--- config.mk ---
export PLATFORM = sky130hd
export DESIGN_NAME = tx_serializer
export DESIGN_NICKNAME = d
export VERILOG_FILES = /design/src/rtl/tx_serializer.sv
export SDC_FILE = /design/constraint.sdc
export NUM_CORES = 1
export LEC_CHECK = 0
export CORE_MARGIN = 10
export CORE_UTILIZATION = 51
export DETAILED_ROUTE_END_ITERATION = 12
export PLACE_DENSITY = 0.76
export SLEW_MARGIN = 20
export SYNTH_ARGS = -nofsm -noshare
export SYNTH_HDL_FRONTEND = slang
export SYNTH_SLANG_ARGS = --single-unit
--- constraint.sdc ---
create_clock -name clk -period 2.67 [get_ports clk]
set_input_delay 0.534 -clock clk [delete_from_list [all_inputs] [get_ports clk]]
set_output_delay 0.534 -clock clk [all_outputs]
set_load 0.05 [all_outputs]
--- src/rtl/tx_serializer.sv ---
// tx_serializer
// Accepts parallel words on a valid/ready write port, queues them in a
// DEPTH-entry FIFO and shifts them out one bit per enable strobe. Words are
// sent back-to-back, with no gap, for as long as the FIFO stays non-empty.
//
// Ports:
//   clk, rst (async, active-low), clr (sync flush of FIFO and shifter)
//   din/din_valid/din_ready : write port
//   en                      : bit strobe, one bit out per cycle with en=1
//   dout/dout_valid         : registered serial data and qualifier
//   frame_start/frame_last  : registered markers on first/last bit of a word
//   underrun                : registered pulse, en=1 while the shifter is empty
//   busy                    : shifter loaded or FIFO non-empty
//   level                   : FIFO word count, not counting the shifter
//   dbg_state               : shifter FSM state (0=EMPTY, 1=LOADED)
//
// Handshake: a word is accepted on a rising edge where din_valid && din_ready
// and clr is low. din_ready depends only on the FIFO count, never on
// din_valid. When the FIFO is full a push is refused, even if a pop happens
// in the same cycle.
module tx_serializer #(
  parameter int WIDTH     = 8,
  parameter int DEPTH     = 4,
  parameter bit MSB_FIRST = 1'b1
) (
  input  logic                         clk,
  input  logic                         rst,
  input  logic                         clr,
  input  logic [WIDTH-1:0]             din,
  input  logic                         din_valid,
  output logic                         din_ready,
  input  logic                         en,
  output logic                         dout,
  output logic                         dout_valid,
  output logic                         frame_start,
  output logic                         frame_last,
  output logic                         underrun,
  output logic                         busy,
  output logic [$clog2(DEPTH+1)-1:0]   level,
  output logic                         dbg_state
);

  localparam int AW = $clog2(DEPTH);
  localparam int LW = $clog2(DEPTH+1);
  localparam int CW = $clog2(WIDTH+1);

  typedef enum logic {ST_EMPTY = 1'b0, ST_LOADED = 1'b1} state_t;

  state_t           r_state, w_state_nxt;
  logic [WIDTH-1:0] r_mem [DEPTH];
  logic [AW-1:0]    r_wr_ptr, r_rd_ptr;
  logic [LW-1:0]    r_count;
  logic [WIDTH-1:0] r_buf;
  logic [CW-1:0]    r_bit_cnt;
  logic             r_first;
  logic             w_full, w_fifo_ne, w_push, w_pop, w_shift, w_last_bit;

  assign w_full     = (r_count == LW'(DEPTH));
  assign w_fifo_ne  = (r_count != '0);
  assign din_ready  = !w_full;
  assign w_push     = din_valid && !w_full && !clr;
  assign w_last_bit = (r_bit_cnt == CW'(1));
  assign busy       = (r_state == ST_LOADED) || w_fifo_ne;
  assign level      = r_count;
  assign dbg_state  = r_state;

  // Next state: loading from the FIFO does not wait for en, and the final
  // bit of a word reloads immediately so consecutive words are gapless.
  always_comb begin
    w_state_nxt = r_state;
    w_pop       = 1'b0;
    w_shift     = 1'b0;
    if (clr) begin
      w_state_nxt = ST_EMPTY;
    end else begin
      case (r_state)
        ST_EMPTY: begin
          if (w_fifo_ne) begin
            w_pop       = 1'b1;
            w_state_nxt = ST_LOADED;
          end
        end
        ST_LOADED: begin
          if (en) begin
            w_shift = 1'b1;
            if (w_last_bit) begin
              if (w_fifo_ne) w_pop = 1'b1;
              else           w_state_nxt = ST_EMPTY;
            end
          end
        end
        default: w_state_nxt = ST_EMPTY;
      endcase
    end
  end

  always_ff @(posedge clk or negedge rst) begin
    if (!rst) r_state <= ST_EMPTY;
    else      r_state <= w_state_nxt;
  end

  // FIFO storage needs no reset; validity is tracked by the count.
  always_ff @(posedge clk) begin
    if (w_push) r_mem[r_wr_ptr] <= din;
  end

  always_ff @(posedge clk or negedge rst) begin
    if (!rst) begin
      r_wr_ptr <= '0;
      r_rd_ptr <= '0;
      r_count  <= '0;
    end else if (clr) begin
      r_wr_ptr <= '0;
      r_rd_ptr <= '0;
      r_count  <= '0;
    end else begin
      if (w_push) r_wr_ptr <= r_wr_ptr + AW'(1);
      if (w_pop)  r_rd_ptr <= r_rd_ptr + AW'(1);
      case ({w_push, w_pop})
        2'b10:   r_count <= r_count + LW'(1);
        2'b01:   r_count <= r_count - LW'(1);
        default: r_count <= r_count;
      endcase
    end
  end

  // Shifter and registered outputs. A pop in the same cycle as the last
  // shift overrides the shift's buffer/count update (later assignment wins).
  always_ff @(posedge clk or negedge rst) begin
    if (!rst) begin
      r_buf       <= '0;
      r_bit_cnt   <= '0;
      r_first     <= 1'b0;
      dout        <= 1'b0;
      dout_valid  <= 1'b0;
      frame_start <= 1'b0;
      frame_last  <= 1'b0;
      underrun    <= 1'b0;
    end else if (clr) begin
      r_buf       <= '0;
      r_bit_cnt   <= '0;
      r_first     <= 1'b0;
      dout        <= 1'b0;
      dout_valid  <= 1'b0;
      frame_start <= 1'b0;
      frame_last  <= 1'b0;
      underrun    <= 1'b0;
    end else begin
      dout        <= 1'b0;
      dout_valid  <= 1'b0;
      frame_start <= 1'b0;
      frame_last  <= 1'b0;
      underrun    <= en && (r_state == ST_EMPTY);
      if (w_shift) begin
        dout_valid  <= 1'b1;
        frame_start <= r_first;
        frame_last  <= w_last_bit;
        r_first     <= 1'b0;
        r_bit_cnt   <= r_bit_cnt - CW'(1);
        if (MSB_FIRST) begin
          dout  <= r_buf[WIDTH-1];
          r_buf <= {r_buf[WIDTH-2:0], 1'b0};
        end else begin
          dout  <= r_buf[0];
          r_buf <= {1'b0, r_buf[WIDTH-1:1]};
        end
      end
      if (w_pop) begin
        r_buf     <= r_mem[r_rd_ptr];
        r_bit_cnt <= CW'(WIDTH);
        r_first   <= 1'b1;
      end
    end
  end

endmodule

Word-level counts from Yosys, hierarchy flattened:

Memory sizes are Yosys's and may differ from the RTL's.
Cells that the tools add are included.

* memories: 1
* output and inout port bits: 11
* logic and storage cells: 72
* bits in latches: 0
* bits of input ports: 13
* memory bits (writable): 32
* ROM bits: 0
* register bits after elaboration: 26

Memory list
* r_mem: words 4, bits a word 8, read ports 1, clocked after Yosys merged registers in 0, write ports 1, line 50 `logic [WIDTH-1:0] r_mem [DEPTH];`

* reductions and logical operators: 11
* multiplexer cells: 38
* shifts and indexed selects: 0
* div/mod/pow operators: 0
* $add $sub $neg: 5
* magnitude comparators: 0
* equal/unequal tests: 4
* bitwise logic cells: 1
* $mul: 0

Operators by type and width (count)
* 1-bit 2-to-1 mux: 24
* 8-bit 2-to-1 mux: 3
* 4-bit 2-to-1 mux: 3
* 3-bit nonzero test: 3
* 2-bit 2-to-1 mux: 4
* 3-bit case mux with 2 select lines: 1
* 2-bit by 1-bit adder with 2-bit output (second input constant): 2
* 4-bit by 1-bit == test with 1-bit output (second input constant): 1
* 1-bit case mux with 2 select lines: 2
* 2-bit nonzero test: 2
* 4-bit by 1-bit subtractor with 4-bit output (second input constant): 1
* 3-bit by 1-bit adder with 3-bit output (second input constant): 1
* 3-bit == test (second input constant): 1
* 1-bit logical AND: 3
* 3-bit 2-to-1 mux: 1
* 3-bit by 1-bit subtractor with 3-bit output (second input constant): 1
* 2-bit by 1-bit == test with 1-bit output (second input constant): 1
* 2-bit == test (second input constant): 1
* 1-bit zero test: 2
* 1-bit logical OR: 1
* 1-bit NOT: 1

Longest topological paths before layout:

* word-level depth: 9
* mapped depth: 11
* gate-level depth less buffers: 10

Worst setup path before layout:

OpenSTA, ideal clock, no wires.

* path kind: register to register
* start point: register r_count[0], in the netlist level[0]
* end point: register r_count[1], in the netlist level[1]
* arrival: 2.684 ns
* clock period less this slack: 2.785 ns
* path buffers: 2
* required time: 2.569 ns
* path slack: -0.115 ns
* stages on the path, launching flop included: 11
* library setup time: 0.101 ns
* path through: dfrtp_1 > buf_2 > or3_1 > o21ai_2 > buf_2 > a211oi_1 > fa_1 > inv_1 > a211o_1 > a31o_2 > o32ai_1

* longest elaborated chain between the ends: 9
* elaborated cells between the ends (all ways): 17
* those cells by class: add/sub (2); eq/ne (3); mux (7); reduce/logical (5)

Ends and longest elaborated chain
* from (decl): line 52 `logic [LW-1:0] r_count;`
* from (signal assigned): line 120 `2'b10: r_count <= r_count + LW'(1);`
* from (signal assigned): line 121 `2'b01: r_count <= r_count - LW'(1);`
* from (signal assigned): line 122 `default: r_count <= r_count;`
* 3-bit nonzero test: line 59 `assign w_fifo_ne = (r_count != '0);`
* 1-bit 2-to-1 mux: line 78, 87
* 1-bit 2-to-1 mux: line 86 `if (w_last_bit) begin`
* 1-bit 2-to-1 mux: line 84 `if (en) begin`
* 1-bit case mux with 2 select lines: line 76 `case (r_state)`
* 1-bit 2-to-1 mux: line 73 `if (clr) begin`
* 2-bit by 1-bit == test with 1-bit output or 2-bit == test (tied branches): line 119 `case ({w_push, w_pop})`
* 3-bit case mux with 2 select lines: line 119
* 3-bit 2-to-1 mux: line 112 `end else if (clr) begin`

Parallel ways exist; a longest one is shown, timed or not.
A chain may end at the register's enable or synchronous reset.

Final worst setup path:

* start point: register r_count[1], in the netlist level[1]
* end point: output port busy

* longest elaborated chain between the ends: 2

Ends and longest elaborated chain
* 3-bit nonzero test: line 59
* 1-bit logical OR: line 63 `assign busy = (r_state == ST_LOADED) || w_fifo_ne;`
* to (decl): line 38 `output logic busy,`

No other way between the ends.

==> reports/results.ini <==
[grt]
grt_overflow_total=0
grt_first_pass_wirelength_mm=8.44
grt_start_max_net_pins=27
global_route.usage.total=0.127
number_of_global_route_vias_before_repair=1692
initial_antenna_violation_count=0

[outcome]
status=finished, final reports clean

[pwr]
p_comb_frac=0.330
max-vdd-ir-drop_uv=606
power_report.internal_total_w=0.00209
power_per_cell_area_mw_per_mm2=1040
power.static_leakage_nw=1.15
net-switching-power_w=0.00118
power.clock.fraction=0.277
power.share.sequential=0.393
switching_share_of_power=0.360

[critical_path]
worstPathCellList=nor3_1, nand2_1, clkdlybuf4s50_1
r2r-end=level[1]$_DFFE_PN0P_
reg2regPathDepth=9
worst_setup_path_start_kind=flip-flop
timing.rr.start=r_bit_cnt[0]$_DFFE_PN0P_
crit_buf_inv=1
delay_of_the_slowest_critical_path_stage_ns=0.71
critical_path_class=flip-flop to output port
timing.reg2reg.setup_slack_ns=0.30
setup.worst_path.end_class=output port
required_ns=2.14
cpLargestDelayFamily=buffers and inverters
worst-path-max-fanout=9
timing.critical_path.arrival_ns=1.95
critical_path.slowest_cell=clkdlybuf4s50_1

[synth]
post_synth_edffs=32
yosysWarningCount=0
synthesis.nets=217
synthArstFlopShare=0.448
synth_area_mm2=0.00261
number_of_synthesized_register_bits=58
synthesis.instances=197
post_synth_num_cell_types=44
synth-seq-area-share=0.617
syn_avg_cell_area_um2=13.2
synth_top_flop_cell=edfxtp_1

[clock_network]
clkTransAtPathRegs_ns=0.07
cts_bufs_inserted=9
worst_skew_pair.late_latency_ns=0.33
cts_buffer_depth=2
cts_num_sinks=58
cts-root-buf=clkbuf_8
h-tree-depth=3
cts_resized=0
cts.hold.buffers_added=0
cts_setup_buffers=0
cts_tree=done

[route]
post-route-drc-count=0
drt-initial-drc-count=123
post_drt_via_cell_ratio=5.52
drt-total-wl_mm=4.82
ant_nets=0
num_vias=1639
detail_route.wl_per_cell_um=16.2
drt_pass1_iterations=4

[sta]
period_minus_slack_ns=2.49
timing.final.crit_share=0.931
slew-limit-headroom=0.595
timing_hold_violations_final=0
rsz0062_at_grt=false
timing.clock.skew_ns=0.0115
finalWorstSetupSlack_ns=0.183
totalNegativeSetupSlack_ns=0
finalMaxSlewViolations=0
achievable-frequency_mhz=402
timing_worst_slew_pin_value_ns=0.608
finalSetupViolCount=0

[place]
detailed_place.area_mm2=0.00292
setup_slack_at_placement_ns=0.0431
port_buffers=23
globalplace.congestion=0.779
dp_hpwl_mm=3.14

[die]
io-pin-count=24
floorplan.initialDensity=0.538
core_area_mm2=0.00485
die-width_um=91.5
die_area_mm2=0.00838
die_height_um=91.5
placement_rows=25

[final_layout]
antenna_cells_inserted=0
final_common_cell=edfxtp_1
area_growth_syn_to_layout_pct=20.5
nets=245
final_layout_size_suffix_gt1_frac=0.183
post_layout_inst_area_mm2=0.00315
final_cell_mix=edfxtp_1 (32), dfrtp_1 (22), clkdlybuf4s50_1 (22)

[min_path]
min_delay_path_depth=1
min_path_type=flip-flop to flip-flop
min_to=frame_start$_DFF_PN0_
hold_path_startpoint=r_first$_DFFE_PN0P_

[run]
drv_cap=0

## final cells by class
| cell class | instances | area (um^2) |
|---|---|---|
| clock buffer | 9 | 124 |
| clock inverter | 7 | 101 |
| fill | 379 | 1700 |
| inverter | 9 | 33.8 |
| multi-input combinational | 118 | 908 |
| sequential | 58 | 1620 |
| tap | 67 | 83.8 |
| timing repair buffer | 29 | 278 |
## kinds of logic (layout without fill, tap and decap cells)
group / after synthesis / after routing / share of synthesized area
AND/OR/NAND/NOR: 66 / 66 / 0.137
XOR/XNOR: 8 / 8 / 0.0268
buffers and inverters: 21 / 54 / 0.0345
multiplexers: 8 / 8 / 0.0690
flip-flops: 58 / 58 / 0.617
adder cells (fa/ha/maj): 7 / 7 / 0.0364
AO/OA/AOI/OAI: 29 / 29 / 0.0786
## flip-flops by register name, summed over array words and instances, names as in the netlist
| signal | flops |
|---|---|
| dbg_state | 1 |
| dout | 1 |
| dout_valid | 1 |
| frame_last | 1 |
| frame_start | 1 |
| level | 3 |
| r_bit_cnt | 4 |
| r_buf | 8 |
| r_first | 1 |
| r_mem | 32 |
| r_rd_ptr | 2 |
| r_wr_ptr | 2 |
| underrun | 1 |
## worst register-to-register path, delay by kind of cell, from the launching register on
kind,cells,cell delay [ns]
AND/OR/NAND/NOR,1,0.29
adder cells (fa/ha/maj),2,0.74
AO/OA/AOI/OAI,5,0.79
buffers and inverters,1,0.04
flip-flops,1,0.42
## stage by stage
step / cells / total power (W) / hold slack [ns] / utilization
after detailed placement: 281 / 0.00238 / 0.466 / 0.602
after global placement: 281 / 0.00236 / 0.461 / 0.602
after CTS: 297 / 0.00330 / 0.482 / 0.648
after floorplan: 197 / 0.00209 / 0.238 / -
after global routing: 297 / 0.00349 / 0.509 / 0.649
final: 297 / 0.00327 / 0.477 / 0.649
## worst max-delay path by stage
stage	cells after the start	endpoint	startpoint
finish	3	busy	level[1]$_DFFE_PN0P_
global route	3	busy	level[1]$_DFFE_PN0P_
CTS	2	din_ready	level[1]$_DFFE_PN0P_
detailed placement	9	level[1]$_DFFE_PN0P_	en
global placement	9	level[1]$_DFFE_PN0P_	en
floorplan	10	level[1]$_DFFE_PN0P_	level[0]$_DFFE_PN0P_
## synthesized netlist by cell type, drive strengths merged, types with 5 or more instances
cell type / instances / area (um^2)
a21oi: 9 / 45.0
a311oi: 6 / 52.6
and2: 5 / 31.3
buf: 7 / 36.3
clkbuf: 5 / 20.0
dfrtp: 26 / 651
edfxtp: 32 / 961
ha: 6 / 75.1
inv: 9 / 33.8
mux4: 8 / 180
nand2: 20 / 75.1
nor2: 17 / 63.8
nor3: 5 / 25.0
xnor2: 5 / 43.8
## per-layer routing
layer  share of wire  GRT usage  wire [um]
met1            0.45      0.153       2180
met2            0.47      0.191       2280
met3           0.064     0.0551        306
met4           0.011     0.0601         51
met5               0          0          0
## power by group through the flow
stage	registers [W]	clock network (W)	logic, W
3_5_place_dp	0.00130	0	0.00108
6_report	0.00129	0.000906	0.00108
4_1_cts	0.00129	0.000923	0.00109
5_1_grt	0.00132	0.000974	0.00120
3_3_place_gp	0.00130	0	0.00106
2_1_floorplan	0.00132	0	0.000773
No activity file was read; power rests on OpenSTA's default activity.
